File: config.mk
export PLATFORM = sky130hd
export DESIGN_NAME = drbg_ctrl
export DESIGN_NICKNAME = d
export VERILOG_FILES = /design/src/rtl/drbg_pkg.sv /design/src/rtl/drbg_rr_arbiter.sv /design/src/rtl/drbg_ctrl.sv
export SDC_FILE = /design/constraint.sdc
export NUM_CORES = 1
export LEC_CHECK = 0
export ABC_AREA = 0
export CORE_ASPECT_RATIO = 0.75
export CORE_UTILIZATION = 35
export CTS_CLUSTER_SIZE = 40
export DETAILED_ROUTE_END_ITERATION = 8
export PLACE_DENSITY_LB_ADDON = 0.05
export RECOVER_POWER = 100
export SYNTH_ARGS = -nofsm -noshare
export SYNTH_HDL_FRONTEND = slang
export SYNTH_HIERARCHICAL = 1
export SYNTH_SLANG_ARGS = --single-unit
File: constraint.sdc
create_clock -name clk -period 3.2 [get_ports clk]
set_input_delay 0.48 -clock clk [delete_from_list [all_inputs] [get_ports clk]]
set_output_delay 0.48 -clock clk [all_outputs]
set_load 0.005 [all_outputs]
File: src/rtl/drbg_pkg.sv
// Shared state encoding and reseed-interval default for the DRBG controller and its engines.
// Types and constants only; no logic.
package drbg_pkg;

    typedef enum logic [2:0] {
        UNINST,
        INST,
        READY,
        RESEED,
        GEN,
        FAULT
    } drbg_state_e;

    localparam logic [15:0] RESEED_INTERVAL_DEFAULT = 16'd1000;

endpackage

File: src/rtl/drbg_rr_arbiter.sv
// Round-robin pick: first requester at or after ptr, wrapping.
// Purely combinational; the caller owns the pointer and decides when a grant is consumed.
module drbg_rr_arbiter #(
    parameter int N_REQ = 4,
    parameter int IDX_W = (N_REQ > 1) ? $clog2(N_REQ) : 1
) (
    input  logic [N_REQ-1:0] req,
    input  logic [IDX_W-1:0] ptr,
    output logic [N_REQ-1:0] gnt,
    output logic [IDX_W-1:0] idx,
    output logic             any
);

    logic [IDX_W:0] pos;
    logic           found;

    always_comb begin
        gnt   = '0;
        idx   = '0;
        found = 1'b0;
        pos   = '0;
        for (int i = 0; i < N_REQ; i++) begin
            pos = {1'b0, ptr} + (IDX_W+1)'(i);
            if (pos >= (IDX_W+1)'(N_REQ)) begin
                pos = pos - (IDX_W+1)'(N_REQ);
            end
            if (!found && req[pos[IDX_W-1:0]]) begin
                found                 = 1'b1;
                idx                   = pos[IDX_W-1:0];
                gnt[pos[IDX_W-1:0]]   = 1'b1;
            end
        end
    end

    assign any = |req;

endmodule

File: src/rtl/drbg_ctrl.sv
// DRBG lifecycle FSM: arbitrates requesters onto one DRBG, sequences instantiate/reseed/generate engines.
// Registered outputs; request to response is 3 cycles (generate) or 5 (reseed+generate) with zero-latency engines.
module drbg_ctrl
    import drbg_pkg::*;
#(
    parameter int               N_REQ           = 4,
    parameter int               CNT_W           = 16,
    parameter logic [CNT_W-1:0] RESEED_INTERVAL = CNT_W'(RESEED_INTERVAL_DEFAULT)
) (
    input  logic             clk,
    input  logic             rst,
    input  logic             inst_req,
    input  logic             uninst_req,
    input  logic [N_REQ-1:0] req_valid,
    input  logic [N_REQ-1:0] req_pr,
    output logic [N_REQ-1:0] req_ready,
    output logic [N_REQ-1:0] rsp_valid,
    output logic             rsp_error,
    output logic             inst_start,
    output logic             reseed_start,
    output logic             gen_start,
    input  logic             inst_done,
    input  logic             reseed_done,
    input  logic             gen_done,
    input  logic             inst_error,
    input  logic             reseed_error,
    input  logic             gen_error,
    input  logic             catastrophic,
    output logic             instantiated,
    output logic             fault,
    output logic [CNT_W-1:0] reseed_counter
);

    localparam int IDX_W = (N_REQ > 1) ? $clog2(N_REQ) : 1;

    drbg_state_e      state;
    logic [IDX_W-1:0] rr_ptr;
    logic [IDX_W-1:0] g_idx;
    logic [N_REQ-1:0] g_oh;

    logic [N_REQ-1:0] arb_gnt;
    logic [IDX_W-1:0] arb_idx;
    logic             arb_any;

    drbg_rr_arbiter #(
        .N_REQ (N_REQ),
        .IDX_W (IDX_W)
    ) u_arb (
        .req (req_valid),
        .ptr (rr_ptr),
        .gnt (arb_gnt),
        .idx (arb_idx),
        .any (arb_any)
    );

    always_ff @(posedge clk or posedge rst) begin
        if (rst) begin
            state          <= UNINST;
            rr_ptr         <= '0;
            g_idx          <= '0;
            g_oh           <= '0;
            req_ready      <= '0;
            rsp_valid      <= '0;
            rsp_error      <= 1'b0;
            inst_start     <= 1'b0;
            reseed_start   <= 1'b0;
            gen_start      <= 1'b0;
            instantiated   <= 1'b0;
            fault          <= 1'b0;
            reseed_counter <= '0;
        end else begin
            req_ready    <= '0;
            rsp_valid    <= '0;
            rsp_error    <= 1'b0;
            inst_start   <= 1'b0;
            reseed_start <= 1'b0;
            gen_start    <= 1'b0;

            // Catastrophic errors override every transition and drop any in-flight request.
            if (catastrophic) begin
                state          <= FAULT;
                fault          <= 1'b1;
                instantiated   <= 1'b0;
                reseed_counter <= '0;
            end else begin
                case (state)
                    UNINST: begin
                        if (inst_req) begin
                            state      <= INST;
                            inst_start <= 1'b1;
                        end
                    end
                    INST: begin
                        if (inst_done) begin
                            if (inst_error) begin
                                state          <= UNINST;
                                reseed_counter <= '0;
                            end else begin
                                state          <= READY;
                                instantiated   <= 1'b1;
                                reseed_counter <= CNT_W'(1);
                            end
                        end
                    end
                    READY: begin
                        if (uninst_req) begin
                            state          <= UNINST;
                            instantiated   <= 1'b0;
                            reseed_counter <= '0;
                        end else if (arb_any) begin
                            g_idx     <= arb_idx;
                            g_oh      <= arb_gnt;
                            req_ready <= arb_gnt;
                            if ((|(req_pr & arb_gnt)) || (reseed_counter > RESEED_INTERVAL)) begin
                                state        <= RESEED;
                                reseed_start <= 1'b1;
                            end else begin
                                state     <= GEN;
                                gen_start <= 1'b1;
                            end
                        end
                    end
                    RESEED: begin
                        if (reseed_done) begin
                            if (reseed_error) begin
                                state     <= READY;
                                rsp_valid <= g_oh;
                                rsp_error <= 1'b1;
                            end else begin
                                state          <= GEN;
                                gen_start      <= 1'b1;
                                reseed_counter <= CNT_W'(1);
                            end
                        end
                    end
                    GEN: begin
                        if (gen_done) begin
                            state     <= READY;
                            rsp_valid <= g_oh;
                            rsp_error <= gen_error;
                            if (!gen_error && (reseed_counter != '1)) begin
                                reseed_counter <= reseed_counter + CNT_W'(1);
                            end
                            rr_ptr <= (g_idx == IDX_W'(N_REQ - 1)) ? '0 : g_idx + IDX_W'(1);
                        end
                    end
                    FAULT: begin
                        fault <= 1'b1;
                    end
                    default: begin
                        state <= UNINST;
                    end
                endcase
            end
        end
    end

endmodule

==> results.toml <==
[drt]
vias = 2243
wirelength_um = 6375
drtIter0Drc = 152
antenna_left = 0
firstDrtPassIters = 6
post-route-drc-count = 0
routed_via_density = 5.290
routedWlPerCell_um = 15.04

[setup_path]
critPathMaxStageDelay_ps = 580
worst-setup-path-type = "primary input to flop"
path_buf_inv = 1
path_delay_family = "compound AO/OA/AOI/OAI gates"
path_cells = "clkdlybuf4s50_1 -> mux4_1 -> nand2b_4 -> nor3_4 -> a22oi_1 -> o21ai_1 -> a222oi_1 -> o311ai_2 -> a2111oi_2 -> a21oi_1"
cp.arrival_ps = 3120
cp_max_fo = 5
start_kind = "primary input"
r2r_end = "state[0]"
rr_worst_depth = 11
slowest_stage = "mux4_1"
cp.required_ps = 3370
cp-end-kind = "flop"
r2r_slack_ps = 260
timing.rr.start = "rr_ptr[1]"

[finish]
stdcell_area_um2 = 3336
final_core_util_pct = 47.92
antenna_cells = 0
final_cell_mix = "dfrtp_1 (41), dlygate4sd3_1 (31), a21oi_1 (18)"
syn_to_final_growth_pct = 29.73
final_common_cell = "dfrtp_1"
layout-drive-gt1-share_pct = 12.27
nFillCells = 683
nNetsFinal = 352

[sta]
fin_ws_ps = 244.8
setup_violations = 0
relSlewSlack_pct = -50.28
fin_crit_ps = 2955
rsz0062_at_grt = "false"
period_share_pct = 92.35
final_hold_viol_count = 0
fin_worst_skew_ps = 3.186
fmax_mhz = 338.4
tightest_slew_ps = 2254
final-max-slew-violation-count = 42
fin_worst_hold_slack_ps = 470.2

[logic_synthesis]
yosysWarningCount = 6
syn_nets = 289
postSynthCellCount = 262
yosys_most_used_dff = "dfrtp_1"
synth.yosys.seq_area_share_pct = 39.90
syn-mean-instance-area_um2 = 9.814
synth_seq_cells = 41
synth_cell_type_count = 62
synth.cell_area_um2 = 2571
synth-edff-count = 0
async_reset_ff_share_pct = 100.0

[global_route]
gr-total-overflow = 0
grt_pass1_wl_um = 10600
grt_pass1_vias = 2046
grt_max_degree = 42
grt_use_total_pct = 17.29
antenna_found_initial = 0

[placement]
place_area_um2 = 3254
gp_congestion = 0.7882
hpwlAfterDp_um = 4524
pre_cts_slack_ps = -111.1
io_buffer_count = 48

[cts]
clockRootBuffer = "clkbuf_8"
path_clk_slew_ps = 80
hold_buffers = 0
clock_latency_ps = 290
clockBufferDepth = 2
cts.sinks = 41
numCtsBuffers = 5
cts_max_level = 2
tritoncts = "yes"

[min_path]
hold_start = "fault"
worstHoldPathCells = 1
holdPathEnd = "fault"
min_path_type = "flop to flop"

[power_and_ir_drop]
power.share.switching_pct = 39.12
clock_power_share_pct = 16.8
leakage_uw = 0.001448
combinationalPowerShare_pct = 51.1
max-vdd-ir-drop_mv = 0.2712
fin_total_pwr_uw = 2002
p_int_uw = 1219
power_density_nw_per_um2 = 600.1
power.switching_uw = 783.1
seq_power_share_pct = 32.1

[status]
status = "finished with violations"
violations = "capacitance limit, slew limit"

[floorplan]
pin_count = 49
initial_core_util_pct = 36.93
die_area_um2 = 7697
die_w_um = 101.0
die_y_um = 76.23
fp-row-count = 26
coreArea_um2 = 6962

[job]
drv_cap = 1
[state kept, by name, summed over array words and instances (netlist names), 2 cells and up]
name / flops
rsp_valid: 4
reseed_counter: 16
state: 3
g_oh: 4
g_idx: 2
req_ready: 4
rr_ptr: 2
[kinds of logic (layout without fill, tap and decap cells)]
family | count (synthesis) | count (layout) | share of synthesized area, %
buffers and inverters | 25 | 89 | 4.185
adder cells (fa/ha/maj) | 8 | 8 | 3.893
AO/OA/AOI/OAI | 87 | 87 | 23.65
AND/OR/NAND/NOR | 86 | 86 | 20.10
flip-flops | 41 | 41 | 39.90
multiplexers | 15 | 15 | 8.273
[per-stage QoR]
stage          setup TNS, ps  std cells
6_report                   0        424
2_1_floorplan              0        262
3_3_place_gp               0        414
3_5_place_dp          -111.1        414
4_1_cts                    0        422
5_1_grt                    0        424
[power groups by stage]
stage	clock (uW)	combinational, uW	sequential (uW)
2_1_floorplan	0	711	627
3_3_place_gp	0	985	653
3_5_place_dp	0	993	653
4_1_cts	350	996	642
5_1_grt	376	1140	658
6_report	336	1020	643
[worst max path at each step]
stage	from	to	slack (ps)	depth (start not counted)
after floorplan	rr_ptr[0]	state[0]	200	10
after global placement	req_valid[1]	state[0]	8	10
after detailed placement	req_valid[2]	state[0]	-110	10
after CTS	rr_ptr[1]	state[0]	150	11
after global routing	rr_ptr[1]	state[1]	50	12
final	req_valid[2]	state[0]	240	10
[timing repair]
action	CTS	global route
setup buffers	0	2
resized for setup	0	2
setup endpoints to repair	0	1
[area by class of cell]
class	count	area (um^2)	share of cell area (%)
clock buffers	5	68.82	2.063
flip-flops and latches	41	1026	30.76
multi-input cells	196	1429	42.84
inverters	12	45.04	1.350
well taps	98	122.6	3.676
clock inverters	3	17.52	0.5251
repair buffers	69	626.9	18.79
[cell usage after synthesis (2+ instances only)]
master    number  share of area, %
dfrtp_1       41                40
a21oi_1       18               3.5
a31oi_1       15               3.6
nand2_1       13               1.9
nor2_1        13               1.9
and2_1        11               2.7
inv_1         11               1.6
nand2b_1      11               2.7
a22oi_1        8               2.3
ha_1           8               3.9
o21ai_1        8               1.6
clkbuf_1       7               1.0
mux2_1         7               3.1
nand3_1        6               1.2
nor3_1         6               1.2
o21ai_0        6               1.2
buf_2          5              0.97
and3_1         4              0.97
mux2i_1        4               1.6
a41oi_1        3               1.0
mux4_2         3               2.6
nand4_1        3              0.73
o21bai_1       3              0.88
a211o_1        2              0.68
a211oi_1       2              0.58
a221oi_1       2              0.68
nand3b_1       2              0.58
nor2b_1        2              0.49
o211ai_1       2              0.58
o21a_1         2              0.58
o22ai_1        2              0.49
o31ai_1        2              0.58
[layer usage]
| metal | part of all wire (%) | track usage [%] | routed length, um |
|---|---|---|---|
| met5 | 0 | 0 | 0 |
| met4 | 0.30 | 3.043 | 19 |
| met3 | 3.6 | 3.394 | 232 |
| met2 | 43 | 24.45 | 2747 |
| met1 | 53 | 27.20 | 3375 |
(Power assumes the default switching activity.)
